===== src/rtl/pipe_pkg.sv =====
// Shared constants and helpers for the 5-stage RV32I pipeline.
package pipe_pkg;

    localparam int unsigned XLEN = 32;
    localparam logic [XLEN-1:0] NOP_INSTR = 32'h0000_0013;
    localparam logic [XLEN-1:0] RESET_PC_DEFAULT = 32'h0000_0000;

    // Instruction addresses are always word aligned.
    function automatic logic [XLEN-1:0] word_align(input logic [XLEN-1:0] addr);
        return {addr[XLEN-1:2], 2'b00};
    endfunction

endpackage


===== src/rtl/fetch_queue.sv =====
// In-order FIFO buffering instruction words between memory responses and Decode.
// Clear beats push/pop; push into a full queue is legal when a pop frees the slot.
module fetch_queue #(
    parameter int unsigned DEPTH = 2,
    parameter int unsigned WIDTH = 32
) (
    input  logic                         clk,
    input  logic                         rst_n,
    input  logic                         push,
    input  logic                         pop,
    input  logic                         clear,
    input  logic [WIDTH-1:0]             wdata,
    output logic [WIDTH-1:0]             head,
    output logic [$clog2(DEPTH+1)-1:0]   count
);

    localparam int unsigned CW = $clog2(DEPTH + 1);
    localparam int unsigned PW = $clog2(DEPTH);

    logic [WIDTH-1:0] mem [DEPTH];
    logic [PW-1:0]    rd_ptr;
    logic [PW-1:0]    wr_ptr;
    logic             do_push;
    logic             do_pop;

    function automatic logic [PW-1:0] ptr_inc(input logic [PW-1:0] p);
        return (p == PW'(DEPTH - 1)) ? '0 : p + PW'(1);
    endfunction

    assign do_pop  = pop & (count != '0);
    assign do_push = push & ((count != CW'(DEPTH)) | do_pop);
    assign head    = mem[rd_ptr];

    always_ff @(posedge clk or negedge rst_n) begin
        if (!rst_n) begin
            rd_ptr <= '0;
            wr_ptr <= '0;
            count  <= '0;
        end else if (clear) begin
            rd_ptr <= '0;
            wr_ptr <= '0;
            count  <= '0;
        end else begin
            if (do_push) wr_ptr <= ptr_inc(wr_ptr);
            if (do_pop)  rd_ptr <= ptr_inc(rd_ptr);
            count <= count + CW'(do_push) - CW'(do_pop);
        end
    end

    // Data storage needs no reset: head is only consumed while count is non-zero.
    always_ff @(posedge clk) begin
        if (do_push && !clear) mem[wr_ptr] <= wdata;
    end

endmodule


===== src/rtl/fetch_stage.sv =====
// RV32I instruction fetch: PC generation, request/grant/response memory port and fetch queue.
// Optional bubble counter port BubbleCnt enabled by defining FETCH_BUBBLE_CNT_EN.
module fetch_stage
    import pipe_pkg::*;
#(
    parameter logic [XLEN-1:0] RESET_PC = RESET_PC_DEFAULT,
    parameter int unsigned     QDEPTH   = 2
) (
    input  logic            clk,
    input  logic            rst_n,
    input  logic            StallF,
    input  logic            PCSrcE,
    input  logic [XLEN-1:0] PCTargetE,
    output logic            imem_req,
    output logic [XLEN-1:0] imem_addr,
    input  logic            imem_gnt,
    input  logic            imem_rvalid,
    input  logic [XLEN-1:0] imem_rdata,
    output logic [XLEN-1:0] Instr,
    output logic [XLEN-1:0] PC,
    output logic [XLEN-1:0] PCPlus4,
`ifdef FETCH_BUBBLE_CNT_EN
    output logic [XLEN-1:0] BubbleCnt,
`endif
    output logic            InstrValidF
);

    localparam int unsigned CW = $clog2(QDEPTH + 1);
    localparam int unsigned SW = CW + 1;

    logic [XLEN-1:0] req_pc;
    logic [XLEN-1:0] del_pc;
    logic [XLEN-1:0] target;
    logic [XLEN-1:0] head;
    logic [CW-1:0]   count;
    logic [CW-1:0]   outstanding;
    logic [CW-1:0]   discard;
    logic            pop;
    logic            push;
    logic            room;
    logic            grant;

    assign target      = word_align(PCTargetE);
    assign InstrValidF = (count != '0);
    assign pop         = InstrValidF & ~StallF & ~PCSrcE;
    // Requests in flight plus buffered words must never exceed the queue depth.
    assign room        = (SW'(outstanding) + SW'(count) - SW'(pop)) < SW'(QDEPTH);
    assign imem_req    = room & ~PCSrcE & rst_n;
    assign imem_addr   = req_pc;
    assign grant       = imem_req & imem_gnt;
    assign push        = imem_rvalid & (discard == '0) & ~PCSrcE;

    assign Instr   = InstrValidF ? head : NOP_INSTR;
    assign PC      = del_pc;
    assign PCPlus4 = del_pc + XLEN'(4);

    fetch_queue #(
        .DEPTH (QDEPTH),
        .WIDTH (XLEN)
    ) u_queue (
        .clk   (clk),
        .rst_n (rst_n),
        .push  (push),
        .pop   (pop),
        .clear (PCSrcE),
        .wdata (imem_rdata),
        .head  (head),
        .count (count)
    );

    // A redirect retargets both PCs and marks every still-unanswered request as stale.
    always_ff @(posedge clk or negedge rst_n) begin
        if (!rst_n) begin
            req_pc      <= RESET_PC;
            del_pc      <= RESET_PC;
            outstanding <= '0;
            discard     <= '0;
        end else if (PCSrcE) begin
            req_pc      <= target;
            del_pc      <= target;
            outstanding <= outstanding - CW'(imem_rvalid);
            discard     <= outstanding - CW'(imem_rvalid);
        end else begin
            if (grant) req_pc <= req_pc + XLEN'(4);
            if (pop)   del_pc <= del_pc + XLEN'(4);
            outstanding <= outstanding + CW'(grant) - CW'(imem_rvalid);
            if (imem_rvalid && (discard != '0)) discard <= discard - CW'(1);
        end
    end

`ifdef FETCH_BUBBLE_CNT_EN
    // Saturating count of cycles Decode receives no instruction while not stalled.
    always_ff @(posedge clk or negedge rst_n) begin
        if (!rst_n) begin
            BubbleCnt <= '0;
        end else if (!InstrValidF && !StallF && (BubbleCnt != '1)) begin
            BubbleCnt <= BubbleCnt + XLEN'(1);
        end
    end
`endif

endmodule


===== config.mk =====
export PLATFORM = sky130hd
export DESIGN_NAME = fetch_stage
export DESIGN_NICKNAME = d
export VERILOG_FILES = /design/src/rtl/pipe_pkg.sv /design/src/rtl/fetch_queue.sv /design/src/rtl/fetch_stage.sv
export SDC_FILE = /design/constraint.sdc
export NUM_CORES = 1
export LEC_CHECK = 0
export BUFFER_PORTS_ARGS = -buffer_cell sky130_fd_sc_hd__clkbuf_2
export CORE_AREA = 10 10 132 134
export CTS_CLUSTER_DIAMETER = 200
export DETAILED_ROUTE_END_ITERATION = 8
export DIE_AREA = 0 0 142 144
export MAX_ROUTING_LAYER = met4
export PLACE_DENSITY = 0.77
export SETUP_SLACK_MARGIN = 0.15
export SYNTH_ARGS = -nofsm -noshare
export SYNTH_HDL_FRONTEND = slang
export SYNTH_SLANG_ARGS = --single-unit

===== constraint.sdc =====
create_clock -name clk -period 3.6 [get_ports clk]
set_clock_uncertainty 0.05 [all_clocks]
set_input_delay 0.18 -clock clk [delete_from_list [all_inputs] [get_ports clk]]
set_output_delay 0.18 -clock clk [all_outputs]
set_load 0.02 [all_outputs]

**After elaboration in Yosys (flattened, before gate mapping)**

Memory sizes are Yosys's and may differ from the RTL's.
Cells that the tools add are included.

- Memories kept: 1
- Bits of input ports: 70
- Output and inout port bits: 130
- Memory bits (writable): 64
- Logic and storage cells: 62
- Flip-flop bits (word level): 72

- $lt $le $gt $ge: 1
- Reductions and logical operators: 11
- Muxes and demuxes: 17
- Equality and inequality tests: 1
- Bitwise operators: 12
- $add $sub $neg: 12

Memory list:

| memory | words | bits a word | rd ports | clocked after memory_dff | wr ports | line | text |
|---|---|---|---|---|---|---|---|
| u_queue.mem | 2 | 32 | 1 | 0 | 1 | fetch_queue.sv:20 | `logic [WIDTH-1:0] mem [DEPTH];` |

Operators with widths:

| cell | number |
|---|---|
| $mux W32 | 5 |
| $add A32 B3 Y32 const B | 2 |
| $reduce_bool A2 Y1 | 7 |
| $and A1 B1 Y1 | 9 |
| $mux W1 | 8 |
| $mux W2 | 4 |
| $sub A2 B1 Y2 | 3 |
| $add A2 B1 Y2 | 2 |
| $add A2 B2 Y3 | 1 |
| $lt A3 B2 Y1 const B | 1 |
| $sub A3 B1 Y3 | 1 |
| $add A1 B1 Y1 const B | 2 |
| $logic_and A1 B1 Y1 | 2 |
| $logic_not A2 Y1 | 1 |
| $ne A2 B2 Y1 const B | 1 |
| $not A1 Y1 | 2 |
| $sub A2 B1 Y2 const B | 1 |
| $logic_not A1 Y1 | 1 |
| $or A1 B1 Y1 | 1 |

**Logic depth before layout (Yosys ltp)**

- Word-level depth: 11
- Depth in mapped cells: 19
- Depth with buffers taken out: 14

**Cells and area by module**

A second synthesis with hierarchy kept.

- Cell total of the unflattened synthesis: 651
- Area total of the unflattened synthesis: 6962.9 um^2

By module, submodules not included:

| module | instances | area each (um^2) | cells an instance | seq. area each (um^2) |
|---|---|---|---|---|
| fetch_stage | 1 | 4421.7 | 530 | 1601.5 |
| fetch_queue | 1 | 2541.2 | 121 | 2021.9 |

**Worst setup path before layout**

OpenSTA, ideal clock, no wires.

- Path kind: input to register
- Start: in PCSrcE
- End: reg outstanding[1]
- Setup time: 0.080 ns
- Data required time: 3.470 ns
- Buffers on the path: 6
- Data arrival time: 3.701 ns
- Stages: 19
- Path slack: -0.231 ns
- Path through: clkbuf_1 > clkbuf_1 > buf_1 > nor2_1 > ha_1 > nand2b_1 > fa_1 > and4b_1 > and2_1 > buf_4 > inv_4 > buf_6 > buf_2 > ha_1 > inv_1 > ha_1 > xnor2_1 > o21ai_0 > xnor2_1

- Cells in the longest elaborated chain, start to end: 10

Ends and longest elaborated chain:

| element | line | text |
|---|---|---|
| from (decl) | fetch_stage.sv:12 | `input logic PCSrcE,` |
| $not A1 Y1 | fetch_stage.sv:45, fetch_stage.sv:48 |  |
| $and A1 B1 Y1 | fetch_stage.sv:45 | `assign pop = InstrValidF & ~StallF & ~PCSrcE;` |
| $sub A3 B1 Y3 | fetch_stage.sv:47 | `assign room = (SW'(outstanding) + SW'(count) - SW'(pop)) < SW'(QDEPTH);` |
| $lt A3 B2 Y1 | fetch_stage.sv:47 |  |
| $and A1 B1 Y1 (2 in a row) | fetch_stage.sv:48 | `assign imem_req = room & ~PCSrcE & rst_n;` |
| $and A1 B1 Y1 | fetch_stage.sv:50 | `assign grant = imem_req & imem_gnt;` |
| $add A2 B1 Y2 | fetch_stage.sv:86 | `outstanding <= outstanding + CW'(grant) - CW'(imem_rvalid);` |
| $sub A2 B1 Y2 | fetch_stage.sv:86 |  |
| $mux W2 (*) | fetch_stage.sv:78 | `end else if (PCSrcE) begin` |
| to (signal assigned) | fetch_stage.sv:81 | `outstanding <= outstanding - CW'(imem_rvalid);` |
| to (signal assigned) | fetch_stage.sv:86 |  |
| to (decl) | fetch_stage.sv:36 | `logic [CW-1:0] outstanding;` |

Every way passes the cells marked *; elsewhere a longest branch is shown, timed or not.
A chain may end at the register's enable or synchronous reset.

**Final worst setup path**

- Start: reg u_queue.count[1]
- End: reg outstanding[1]

- Cells in the longest elaborated chain, start to end: 11
- Elaborated cells between the ends (all ways): 12
- Those cells by class: 4 x add/sub; 1 x order compare; 1 x mux; 5 x bitwise; 1 x reduce/logical

Ends and longest elaborated chain:

| element | line | text |
|---|---|---|
| from (decl) | fetch_queue.sv:14 | `output logic [$clog2(DEPTH+1)-1:0] count` |
| from (signal assigned) | fetch_queue.sv:46 | `count <= count + CW'(do_push) - CW'(do_pop);` |
| $reduce_bool A2 Y1 | fetch_stage.sv:44 | `assign InstrValidF = (count != '0);` |
| $and A1 B1 Y1 (2 in a row) | fetch_stage.sv:45 |  |
| $sub A3 B1 Y3 (*) | fetch_stage.sv:47 |  |
| $lt A3 B2 Y1 (*) | fetch_stage.sv:47 |  |
| $and A1 B1 Y1 (*) (2 in a row) | fetch_stage.sv:48 |  |
| $and A1 B1 Y1 (*) | fetch_stage.sv:50 |  |
| $add A2 B1 Y2 (*) | fetch_stage.sv:86 |  |
| $sub A2 B1 Y2 (*) | fetch_stage.sv:86 |  |
| $mux W2 (*) | fetch_stage.sv:78 |  |

Marks and branches as above.

==> summary.txt <==
Clock network
  – H-tree depth: 4
  – Root Buffer: clkbuf_16
  – Post-CTS Setup Bufs: 0
  – Clock latency on the worst-skew pair: 0.41 ns
  – Reg clk slew, reported paths: 0.06 ns
  – Sink Count: 132
  – CTS max path bufs: 2
  – TritonCTS Buffers: 17
  – TritonCTS clock tree: built

Route
  – Vias post-DR: 5871
  – DRC: 0
  – DR pass1 iterations: 5
  – Total Wirelength: 20800 microns
  – Initial detailed-routing violation count: 517
  – WL per Instance: 19.3 microns
  – DR vias/cell: 5.47
  – Detail Route Antenna Nets: 0

Global route
  – First-pass GRT wire length: 32700 microns
  – Total track usage: 20.8%
  – Aggregate global routing overflow: 0
  – Met3 Resource Use GR: 6.30%
  – Largest net degree at the start of global routing: 69
  – Initial antenna violation count: 0
  – GRT met1 Usage: 26.0%
  – Number of global-route vias before repair: 5977
  – GR peak layer: met2
  – GR Util met2: 31.8%

Worst setup path
  – Critical Path, Cell by Cell: o21bai_1 -> nor2_1 -> ha_1 -> nand2b_4 -> fa_1 -> and4b_2 -> and2_4 -> inv_6 -> ha_4 -> inv_1 -> ha_2 -> xnor2_1 -> o21ai_1 -> xnor2_1
  – Arrival @ worst endpoint: 3.46 ns
  – CP Capture Type: flop
  – Reg2reg path depth: 14
  – Slowest Stage Delay on Critical Path: 0.54 ns
  – Cell mode on critical path: xnor2_1
  – Slowest stage cell, crit path: fa_1
  – Terminus of the critical flop-to-flop path: outstanding[1]
  – R2R setup slack: 0.37 ns
  – Critical path fanouts, max: 27
  – CP Data Required Time: 3.84 ns
  – WS Path Type: flop to flop
  – Reg2Reg Launch Point: u_queue.count[1]
  – Crit path launch: u_queue.count[1]
  – Worst Setup Start Kind: flop

Die
  – Die width: 142 microns
  – Die area: 20400 sq um
  – Core Area: 14900 sq um
  – Row count: 45
  – Starting Density: 47.2%
  – Die extent in y: 144 microns
  – Num ports: 200

Timing
  – Slew HR: 33.2%
  – Hold Fails Final Rpt: 0
  – Hold WS: 0.00350 ns
  – Max frequency: 310 MHz
  – RSZ-0062 raised after global routing: false
  – Period minus WS final: 3.23 ns
  – Fin worst setup slack: 0.375 ns
  – Fin crit share: 89.6%
  – Slew Viols, Final: 0
  – Setup TNS: 0 ns
  – Setup violators final: 0
  – Worst-Margin Slew: 1.00 ns

Cells and area
  – Layout Nets: 955
  – Commonest cells after routing, fill and taps aside: clkbuf_2 (190), dfrtp_1 (67), edfxtp_1 (64)
  – Area grow syn2layout: 30.6%
  – Number of diodes: 0
  – Ratio of cells with drive above 1 in the final layout: 30.5%
  – Commonest non-fill, non-tap cell in the layout: clkbuf_2

Placed design
  – GPL Wtd Cong: 0.929
  – Final HPWL DP: 15000 microns
  – Pre-CTS setup slack: 0.312 ns
  – Number of port buffers: 191

Logic synthesis
  – Avg Cell Area, Syn: 10.8 sq um
  – Asr flop ratio synth: 51.5%
  – Ys Warns: 0
  – Cells after Synth: 652
  – Synth unique cells: 54
  – Seq cells post-synth: 132
  – Top FF cell, synth: dfrtp_1
  – EDFF count, synth: 64
  – Synthesized area: 7010 sq um
  – Share of the yosys chip area belonging to registers: 51.7%

Power and ir drop
  – Leak: 3.82 nW
  – VDD IR max: 0.329 mV
  – Cell Pwr Density: 577 nW/um^2
  – Power after layout: 0.00528 W

Flow run
  – Max Cap Viol: 0

Outcome
  – Status: finished, final reports clean

Worst hold path
  – Worst hold path type: primary input to flop
  – Hold Path End: imem_addr[30]
  – Worst hold start: PCTargetE[30]
  – Worst Hold Depth: 3
## state kept, by name, summed over array words and instances, names as in the netlist
register and count:
u_queue.mem 64, PC 30, imem_addr 30, discard 2
outstanding 2, u_queue.count 2, u_queue.rd_ptr 1, u_queue.wr_ptr 1
## cell usage after synthesis, drive strengths merged (2+ instances only)
library cell / number / share of area (%)
a211oi: 2 / 0.21
a21boi: 6 / 0.64
a21oi: 5 / 0.36
a31oi: 2 / 0.18
and2: 4 / 0.36
and3: 9 / 0.80
and4: 10 / 1.2
buf: 19 / 1.7
clkbuf: 23 / 1.2
dfrtp: 68 / 24
edfxtp: 64 / 27
ha: 10 / 1.8
inv: 18 / 1.0
mux2: 17 / 2.7
mux2i: 35 / 5.0
nand2: 58 / 3.1
nand2b: 7 / 0.62
nand3: 48 / 3.7
nand4: 22 / 2.1
nor2: 61 / 3.3
nor3: 7 / 0.50
nor4: 19 / 2.4
o211ai: 7 / 0.75
o21a: 2 / 0.21
o21ai: 24 / 1.7
o311ai: 5 / 0.62
o31a: 3 / 0.37
or2: 3 / 0.27
or3: 6 / 0.54
or4: 4 / 0.43
xnor2: 40 / 5.0
xor2: 33 / 4.1
## cell type report
class                      instances  area [sq um]
clock inverter                    14           209
clock buffer                      17           425
sequential                       132          3620
multi-input combinational        465          3170
inverter                          18          72.6
fill                            1227          5700
tap                              188           235
timing repair buffer             240          1420
## power by group
part	leakage, nW	switching, W	internal, W	total [W]
combinational	2.13	0.000874	0.000547	0.00142
sequential	1.39	0.000235	0.00176	0.00199
clock	0.305	0.000645	0.00122	0.00187
total	3.82	0.00176	0.00353	0.00528
## metal layers
layer  share of wire (%)  vias to the layer above
met3                 7.3                       26
met2                  47                      254
li1                    -                     2773
met5                   0                        -
met1                  43                     2818
met4                 2.1                        0
## worst max path at each step
stage,endpoint,slack [ns],cells after the start
floorplan,outstanding[1],0.11,18
global placement,outstanding[1],0.36,14
detailed placement,outstanding[1],0.31,14
CTS,outstanding[1],0.26,14
global route,outstanding[1],0.23,14
finish,outstanding[1],0.37,14
## critical path, delay by kind of cell (launching register included)
family,cells,cell delay (ns)
AND/OR/NAND/NOR,4,0.70
AO/OA/AOI/OAI,2,0.28
flip-flops,1,0.44
XOR/XNOR,2,0.28
adder cells (fa/ha/maj),4,1.23
buffers and inverters,2,0.11
## cells by family after synthesis
group,share of synthesized area [%]
DFF,51.7
xor gates and xnor gates,9.12
AOI/OAI and AO/OA,5.82
adders and majority gates,2.07
and+or+nand+nor,19.6
other,0.0535
buffers and inverters,3.91
muxes,7.73
## metrics by stage
stage               area (sq um)  cells  util [%]
floorplan                   7070    657         -
global placement            8120   1003      54.6
detailed placement          8120   1003      54.6
CTS                         9160   1074      61.6
global route                9160   1074      61.6
finish                      9160   1074      61.6
## repair_timing
item	4_1_cts	5_1_grt
resized for setup	0	2
endpoints found under the setup margin	0	1
hold endpoints to repair	73	0
hold buffers	40	0
(Power assumes the default switching activity.)
